<file path="src/rtl/sbox_seq_ctrl_if.sv">
// sbox_seq_ctrl_if: input word, result and shared S-box ROM port
// bundled for the S-box lookup sequencer.
interface sbox_seq_ctrl_if;
  logic        in_valid;
  logic        in_ready;
  logic [47:0] in_data;
  logic        out_valid;
  logic        out_ready;
  logic [31:0] out_data;
  logic        rom_en;
  logic [2:0]  rom_sel;
  logic [1:0]  rom_row;
  logic [3:0]  rom_col;
  logic [3:0]  rom_dout;

  modport slave (
    input  in_valid,
    input  in_data,
    input  out_ready,
    input  rom_dout,
    output in_ready,
    output out_valid,
    output out_data,
    output rom_en,
    output rom_sel,
    output rom_row,
    output rom_col
  );

  modport master (
    output in_valid,
    output in_data,
    output out_ready,
    output rom_dout,
    input  in_ready,
    input  out_valid,
    input  out_data,
    input  rom_en,
    input  rom_sel,
    input  rom_row,
    input  rom_col
  );
endinterface

</file>
<file path="src/rtl/sbox_seq_ctrl.sv">
// sbox_seq_ctrl: one shared DES S-box ROM port, eight lookups per word.
// Optional SBOX_SEQ_CNT_EN adds done_cnt, a count of output transfers.
module sbox_seq_ctrl #(
  parameter int ROM_LAT = 1
) (
  input  logic          clk,
  input  logic          rstn,
  sbox_seq_ctrl_if.slave bus
`ifdef SBOX_SEQ_CNT_EN
  ,
  output logic [15:0]   done_cnt
`endif
);

  typedef enum logic [1:0] {
    IDLE,
    ISSUE,
    DRAIN,
    DONE
  } state_t;

  state_t      r_state;
  state_t      w_next;
  logic [2:0]  r_idx;
  logic [47:0] r_hold;
  logic [31:0] r_result;
  logic        r_tag_v   [ROM_LAT];
  logic [2:0]  r_tag_idx [ROM_LAT];

  logic        w_idle;
  logic        w_issue;
  logic        w_done;
  logic        w_accept;
  logic        w_xfer;
  logic        w_cap;
  logic [2:0]  w_cap_idx;
  logic        w_last_cap;
  logic [5:0]  w_chunk;

  assign w_idle     = (r_state == IDLE);
  assign w_issue    = (r_state == ISSUE);
  assign w_done     = (r_state == DONE);
  assign w_accept   = w_idle && bus.in_valid;
  assign w_xfer     = w_done && bus.out_ready;
  assign w_cap      = r_tag_v[ROM_LAT-1];
  assign w_cap_idx  = r_tag_idx[ROM_LAT-1];
  assign w_last_cap = w_cap && (w_cap_idx == 3'd7);

  // select the 6-bit chunk for the lookup issued this cycle
  always_comb begin
    w_chunk = 6'd0;
    unique case (r_idx)
      3'd0: w_chunk = r_hold[47:42];
      3'd1: w_chunk = r_hold[41:36];
      3'd2: w_chunk = r_hold[35:30];
      3'd3: w_chunk = r_hold[29:24];
      3'd4: w_chunk = r_hold[23:18];
      3'd5: w_chunk = r_hold[17:12];
      3'd6: w_chunk = r_hold[11:6];
      3'd7: w_chunk = r_hold[5:0];
      default: w_chunk = 6'd0;
    endcase
  end

  // in_ready is forced low while reset is asserted
  assign bus.in_ready  = w_idle && rstn;
  assign bus.out_valid = w_done;
  assign bus.out_data  = r_result;
  assign bus.rom_en    = w_issue;
  assign bus.rom_sel   = w_issue ? r_idx : 3'd0;
  assign bus.rom_row   = w_issue ?
                         {w_chunk[5], w_chunk[0]} : 2'd0;
  assign bus.rom_col   = w_issue ? w_chunk[4:1] : 4'd0;

  // state register
  always_ff @(posedge clk) begin
    if (!rstn) begin
      r_state <= IDLE;
    end else begin
      r_state <= w_next;
    end
  end

  // next-state decode
  always_comb begin
    w_next = r_state;
    unique case (r_state)
      IDLE: begin
        if (bus.in_valid) begin
          w_next = ISSUE;
        end
      end
      ISSUE: begin
        if (r_idx == 3'd7) begin
          w_next = DRAIN;
        end
      end
      DRAIN: begin
        if (w_last_cap) begin
          w_next = DONE;
        end
      end
      DONE: begin
        if (bus.out_ready) begin
          w_next = IDLE;
        end
      end
      default: w_next = IDLE;
    endcase
  end

  // lookup index, wraps 7 -> 0 as the last lookup issues
  always_ff @(posedge clk) begin
    if (!rstn) begin
      r_idx <= 3'd0;
    end else if (w_issue) begin
      r_idx <= r_idx + 3'd1;
    end
  end

  // holding register for the accepted word
  always_ff @(posedge clk) begin
    if (!rstn) begin
      r_hold <= 48'd0;
    end else if (w_accept) begin
      r_hold <= bus.in_data;
    end
  end

  // return tags line up with rom_dout ROM_LAT cycles later;
  // clearing them on reset drops any in-flight returns
  always_ff @(posedge clk) begin
    if (!rstn) begin
      for (int i = 0; i < ROM_LAT; i++) begin
        r_tag_v[i]   <= 1'b0;
        r_tag_idx[i] <= 3'd0;
      end
    end else begin
      for (int i = ROM_LAT - 1; i > 0; i--) begin
        r_tag_v[i]   <= r_tag_v[i-1];
        r_tag_idx[i] <= r_tag_idx[i-1];
      end
      r_tag_v[0]   <= w_issue;
      r_tag_idx[0] <= r_idx;
    end
  end

  // write each returned nibble into its slot, S1 in the top nibble
  always_ff @(posedge clk) begin
    if (!rstn) begin
      r_result <= 32'd0;
    end else if (w_cap) begin
      for (int i = 0; i < 8; i++) begin
        if (w_cap_idx == 3'(i)) begin
          r_result[31-4*i -: 4] <= bus.rom_dout;
        end
      end
    end
  end

`ifdef SBOX_SEQ_CNT_EN
  // completed output transfers, free-running wrap
  always_ff @(posedge clk) begin
    if (!rstn) begin
      done_cnt <= 16'd0;
    end else if (w_xfer) begin
      done_cnt <= done_cnt + 16'd1;
    end
  end
`else
  logic w_xfer_nc;
  assign w_xfer_nc = w_xfer;
`endif

endmodule

</file>
<file path="src/flat_wrapper.sv">
// flat-port wrapper written by rule: the top's interface ports become plain ports
module sbox_seq_ctrl_flat 
#(
  parameter int ROM_LAT = 1
)
  (clk, rstn, bus_in_valid, bus_in_data, bus_out_ready, bus_rom_dout, bus_in_ready, bus_out_valid, bus_out_data, bus_rom_en, bus_rom_sel, bus_rom_row, bus_rom_col);
  sbox_seq_ctrl_if bus_i ();
  input  logic clk;
  input  logic rstn;
  input wire logic [$bits(bus_i.in_valid)-1:0] bus_in_valid;
  input wire logic [$bits(bus_i.in_data)-1:0] bus_in_data;
  input wire logic [$bits(bus_i.out_ready)-1:0] bus_out_ready;
  input wire logic [$bits(bus_i.rom_dout)-1:0] bus_rom_dout;
  output wire logic [$bits(bus_i.in_ready)-1:0] bus_in_ready;
  output wire logic [$bits(bus_i.out_valid)-1:0] bus_out_valid;
  output wire logic [$bits(bus_i.out_data)-1:0] bus_out_data;
  output wire logic [$bits(bus_i.rom_en)-1:0] bus_rom_en;
  output wire logic [$bits(bus_i.rom_sel)-1:0] bus_rom_sel;
  output wire logic [$bits(bus_i.rom_row)-1:0] bus_rom_row;
  output wire logic [$bits(bus_i.rom_col)-1:0] bus_rom_col;
  assign bus_i.in_valid = bus_in_valid;
  assign bus_i.in_data = bus_in_data;
  assign bus_i.out_ready = bus_out_ready;
  assign bus_i.rom_dout = bus_rom_dout;
  assign bus_in_ready = bus_i.in_ready;
  assign bus_out_valid = bus_i.out_valid;
  assign bus_out_data = bus_i.out_data;
  assign bus_rom_en = bus_i.rom_en;
  assign bus_rom_sel = bus_i.rom_sel;
  assign bus_rom_row = bus_i.rom_row;
  assign bus_rom_col = bus_i.rom_col;
  sbox_seq_ctrl #(.ROM_LAT(ROM_LAT)) u_core (.clk(clk), .rstn(rstn), .bus(bus_i));
endmodule
</file>
<file path="config.mk">
export PLATFORM = sky130hd
export DESIGN_NAME = sbox_seq_ctrl_flat
export DESIGN_NICKNAME = d
export VERILOG_FILES = /design/src/rtl/sbox_seq_ctrl_if.sv /design/src/rtl/sbox_seq_ctrl.sv /design/src/flat_wrapper.sv
export SDC_FILE = /design/constraint.sdc
export NUM_CORES = 1
export LEC_CHECK = 0
export ABC_CLOCK_PERIOD_IN_PS = 5000
export CAP_MARGIN = 20
export CORE_MARGIN = 2
export CORE_UTILIZATION = 40
export DETAILED_ROUTE_END_ITERATION = 8
export PLACE_DENSITY_LB_ADDON = 0.3
export SLEW_MARGIN = 20
export SYNTH_ARGS = -nofsm -noshare
export SYNTH_HDL_FRONTEND = slang
export SYNTH_SLANG_ARGS = --single-unit
</file>
<file path="constraint.sdc">
create_clock -name clk -period 5 [get_ports clk]
set_input_delay 1.25 -clock clk [delete_from_list [all_inputs] [get_ports clk]]
set_output_delay 1.25 -clock clk [all_outputs]
set_load 0.05 [all_outputs]
</file>
* Word level (Yosys, flattened, before mapping)
Memories as Yosys holds them, arrays and structs flattened. Cells that the tools add are included.
Word-level totals: flip-flop bits (word level) 85, latch bits 0, RAM bits 4, ROM bits 0, bits of input ports 56, logic and storage cells 67, memories 2
Operators by class: $add $sub $neg 1, $mul 0, div/mod/pow operators 0, order comparisons 0, equality and inequality tests 21, shift-type cells 0, mux-type cells 15, bitwise gates (word level) 0, reductions and logical operators 17
Memory list:
- u_core.r_tag_idx | depth 1, width 3, rd ports 1, clocked after memory_dff 0, wr ports 1, RTL line sbox_seq_ctrl.sv:28 | logic [2:0] r_tag_idx [ROM_LAT];
- u_core.r_tag_v | depth 1, width 1, rd ports 1, clocked after memory_dff 0, wr ports 1, RTL line sbox_seq_ctrl.sv:27 | logic r_tag_v [ROM_LAT];
Operators with widths (count):
- $pmux W6 S8 | 1
- $eq A3 B3 Y1 const B | 8
- $reduce_and A2 Y1 | 8
- $eq A3 B2 Y1 const B | 4
- $mux W2 | 5
- $pmux W2 S4 | 1
- $eq A3 B1 Y1 const B | 2
- $logic_not A3 Y1 | 2
- $mux W3 | 2
- $ne A2 B2 Y1 const B | 3
- $mux W1 | 5
- $eq A2 B2 Y1 const B | 2
- $mux W4 | 1
- $reduce_and A4 Y1 | 1
- $add A3 B1 Y3 const B | 1
- $logic_and A1 B1 Y1 | 3
- $reduce_or A3 Y1 | 1
- $eq A2 B1 Y1 const B | 1
- $logic_not A2 Y1 | 1
- $ne A2 B1 Y1 const B | 1
- $reduce_or A1 Y1 | 1

* Longest topological paths before layout
depth in word-level cells 4, mapped depth 9, depth with buffers taken out 5

* Worst setup path after synthesis
No wires, ideal clock.
kind register to output, start register u_core.r_idx[2], end output port bus_rom_col[0], data arrival time 2.991 ns, setup slack 0.759 ns, cell stages (with the launch flop) 10, path buffers 4, path through dfxtp_1 clkbuf_1 buf_1 inv_1 ha_1 or4_4 buf_6 or2_0 buf_2 a31oi_1
Between the ends: cells in the longest elaborated chain, start to end 3, elaborated cells between the ends (all ways) 10, those cells by class eq/ne (7); mux (2); reduce/logical (1)
Ends and longest elaborated chain:
- start, declared | RTL line sbox_seq_ctrl.sv:24 | logic [2:0] r_idx;
- start signal, assigned | RTL line sbox_seq_ctrl.sv:117 | r_idx <= r_idx + 3'd1;
- $eq A3 B3 Y1, or another cell as far along | RTL line sbox_seq_ctrl.sv:52 | unique case (r_idx)
- $pmux W6 S8 * | RTL line sbox_seq_ctrl.sv:52
- $mux W4 * | RTL line sbox_seq_ctrl.sv:73 | assign bus.rom_col = w_issue ? w_chunk[4:1] : 4'd0;
- end, declared | RTL line flat_wrapper.sv:20 | output wire logic [$bits(bus_i.rom_col)-1:0] bus_rom_col;
Every way passes the cells marked *; elsewhere a longest branch is shown, timed or not.

* Worst setup path in the final report
start register u_core.r_idx[0], end output port bus_rom_row[1]
Between the ends: cells in the longest elaborated chain, start to end 3, elaborated cells between the ends (all ways) 10, those cells by class eq/ne (7); mux (2); reduce/logical (1)
Ends and longest elaborated chain:
- $eq A3 B3 Y1, or another cell as far along | RTL line sbox_seq_ctrl.sv:52
- $pmux W6 S8 * | RTL line sbox_seq_ctrl.sv:52
- $mux W2 * | RTL line sbox_seq_ctrl.sv:71 | assign bus.rom_row = w_issue ?
- end, declared | RTL line flat_wrapper.sv:19 | output wire logic [$bits(bus_i.rom_row)-1:0] bus_rom_row;
Marks and branches as above.

==> flow_summary.yaml <==
run_status:
  run_status: "complete, no violations"
placed_design:
  gp_congestion: 1.018
  place_ws_ps: 878.9
  io_buffers: 99
  dpl-instance-area_um2: 4965
  place_hpwl_um: 7036
die:
  die_x_um: 103.3
  io_pins: 100
  num_rows: 36
  initial_core_util_pct: 40.71
  fp.dieH_um: 103.3
  coreArea_um2: 9684
  design.die.area_um2: 10670
hold_path:
  hp-class: "flop to flop"
synth:
  yosysTopAreaCell: "dfxtp_1"
  synth_top_cell_area_share_pct: 45.19
  synth_warnings: 0
  synth_edf_count: 0
  synth_area_um2: 3943
  synth_flop_cell: "dfxtp_1"
  ys_types: 35
  synthArstFlopShare_pct: 0
  synth_common_cells: "nand2_1, dfxtp_1, a21boi_1, nor2b_1, mux2i_1"
  netlist_instances: 429
  ys_seq_elements: 89
  synth.most_common_cell: "nand2_1"
  synthTopCellsByArea: "dfxtp_1, nand2_1, a21boi_1, mux2i_1, nor2b_1"
  seq_area_frac_synth_pct: 45.19
  synth_nets: 496
  avgSynthCellArea_um2: 9.190
pwr:
  power.leakage_uw: 0.001971
  cellPowerDensity_nw_per_um2: 431.5
  peakVddDrop_mv: 0.2341
cts:
  htreeDepth: 3
  cts_buffers: 9
  cts_setup_buffers: 0
  cts_root_buffer: "clkbuf_8"
  tritoncts: "yes"
  cts_resized: 0
  postCtsHoldBufs: 0
  cts.sinks: 89
  clk_latency_ps: 340
  path_clk_slew_ps: 80
  clk_path_buf_depth: 2
layout:
  finalNetCount: 571
  syn_to_final_growth_pct: 31.29
  final_cell_area_um2: 5176
  final_util_pct: 53.45
  drive_gt1_share_pct: 5.305
  n_antenna_cell: 0
critical_path:
  critPathMaxFanout: 8
  reg2reg_depth: 6
  crit_type: "flop to output pin"
  worst_r2r_endpoint: "u_core.r_hold[8]"
  startpoint_type: "flop"
  cp-endpoint: "bus_rom_row[1]"
  timing.rr.start: "u_core.r_state[0]"
  arrival_ps: 3260
  rrSetupSlack_ps: 2860
  worstSetupStartpoint: "u_core.r_idx[0]"
  end_kind: "output pin"
  cp.required_ps: 3750
global_route:
  gr-total-overflow: 0
  grt_max_degree: 91
  antenna_found_initial: 0
  grt_pass1_wl_um: 14790
  grt_pass1_vias: 2996
  globalRouteTotalUtil_pct: 18.20
detailed_routing:
  wl_um: 9647
  drt-wirelength-per-cell_um: 15.03
  routed_via_density: 5.000
  dr.first_iter.drc_count: 175
  via_count: 3210
  postRouteAntennaNets: 0
  drc: 0
  drt_first_pass_iters: 4
sta:
  max_freq_mhz: 221.5
  hold_viol_final: 0
  relSlewSlack_pct: 26.96
  worst_pin_slew_ps: 1081
  setup_viol: 0
  min_period_ps: 4515
  setup_slack_ps: 485.4
  setup_tns_ps: 0
  fin_crit_sh_pct: 90.29
  maxSlewViolCount: 0
  rsz0062_at_grt: "false"
  fin_skew_ps: 7.933
flow_run:
  drv_cap: 0
## placed cells by master, fill, tap and decap left out, types with 2 or more instances in the layout
| cell type | netlist | final |
|---|---|---|
| o21ai_0 | 3 | 3 |
| dfxtp_1 | 89 | 89 |
| clkbuf_1 | 32 | 2 |
| clkdlybuf4s50_1 | 0 | 98 |
| buf_4 | 0 | 4 |
| nand2_1 | 100 | 100 |
| a21o_1 | 3 | 3 |
| a21boi_1 | 48 | 48 |
| clkinvlp_4 | 0 | 2 |
| nand4b_1 | 3 | 3 |
| o31ai_1 | 6 | 6 |
| nor4bb_1 | 3 | 3 |
| a22o_1 | 3 | 3 |
| ha_1 | 11 | 11 |
| a21oi_1 | 3 | 3 |
| a221o_1 | 3 | 3 |
| a222oi_1 | 6 | 6 |
| mux2i_1 | 34 | 34 |
| nor2b_1 | 36 | 36 |
| inv_1 | 5 | 5 |
| bufinv_16 | 0 | 2 |
| clkbuf_8 | 0 | 9 |
| mux2_2 | 3 | 3 |
| and2_1 | 12 | 12 |
| a22oi_1 | 3 | 3 |
| a31oi_1 | 5 | 5 |
## cell families (layout without fill, tap and decap cells)
group           after synthesis  count (layout)  share of synthesized area [%]
mux                          37              37                          9.489
fa+ha+maj                    11              11                          3.491
simple gates                159             159                          19.71
flops                        89              89                          45.19
buf+inv                      44             124                          4.538
xor+xnor                      1               1                         0.2222
compound gates               88              88                          17.36
## area by class of cell
type	instances	area, um^2
clock inverter	5	80.08
tap	133	166.4
fill	952	4508
multi-input combinational	296	1982
inverter	5	18.77
clock buffer	11	131.4
timing repair buffer	103	1016
sequential	89	1782
## metal layers
metal  GRT usage (%)  share of wire, %  vias to the layer above
li1                -                 -                     1597
met1           22.74                45                     1503
met2           32.07                49                      101
met3           2.823               5.0                        9
met4           6.073               1.0                        0
met5               0                 0                        -
## registers in the layout, summed over array words and instances (netlist names)
signal / count
u_core.bus.out_data: 32
u_core.r_tag_v: 1
u_core.r_state: 2
u_core.r_tag_idx: 3
u_core.r_hold: 48
u_core.r_idx: 3
## power by group
part           switching [uW]  internal [uW]  total (uW)
Combinational             501            314         815
Sequential               84.1            811         895
Clock                     242            281         524
## critical path, cell delays in order (launching register included)
cell	delay (ps)
dfxtp_1	370
ha_1	250
ha_1	310
or4_4	590
or2_0	340
a31oi_1	220
clkdlybuf4s50_1	840
## worst min-delay path by stage
stage,end,slack (ps),from,cells past startpoint
after floorplan,u_core.r_hold[10],430,u_core.r_hold[10],2
after global placement,u_core.r_hold[10],450,u_core.r_hold[10],2
after detailed placement,u_core.r_hold[22],450,u_core.r_hold[22],2
after CTS,u_core.r_hold[22],460,u_core.r_hold[22],2
after global routing,u_core.r_hold[7],480,u_core.r_hold[7],2
final,u_core.r_hold[22],460,u_core.r_hold[22],2
## metrics by stage
stage | instances | hold WS [ps] | total power [uW]
5_1_grt | 642 | 482.9 | 2361
6_report | 642 | 459.1 | 2233
3_5_place_dp | 626 | 450.9 | 1726
4_1_cts | 642 | 462.4 | 2250
3_3_place_gp | 626 | 445.6 | 1705
2_1_floorplan | 429 | 431.6 | 1495
No activity file was read; power rests on OpenSTA's default activity.
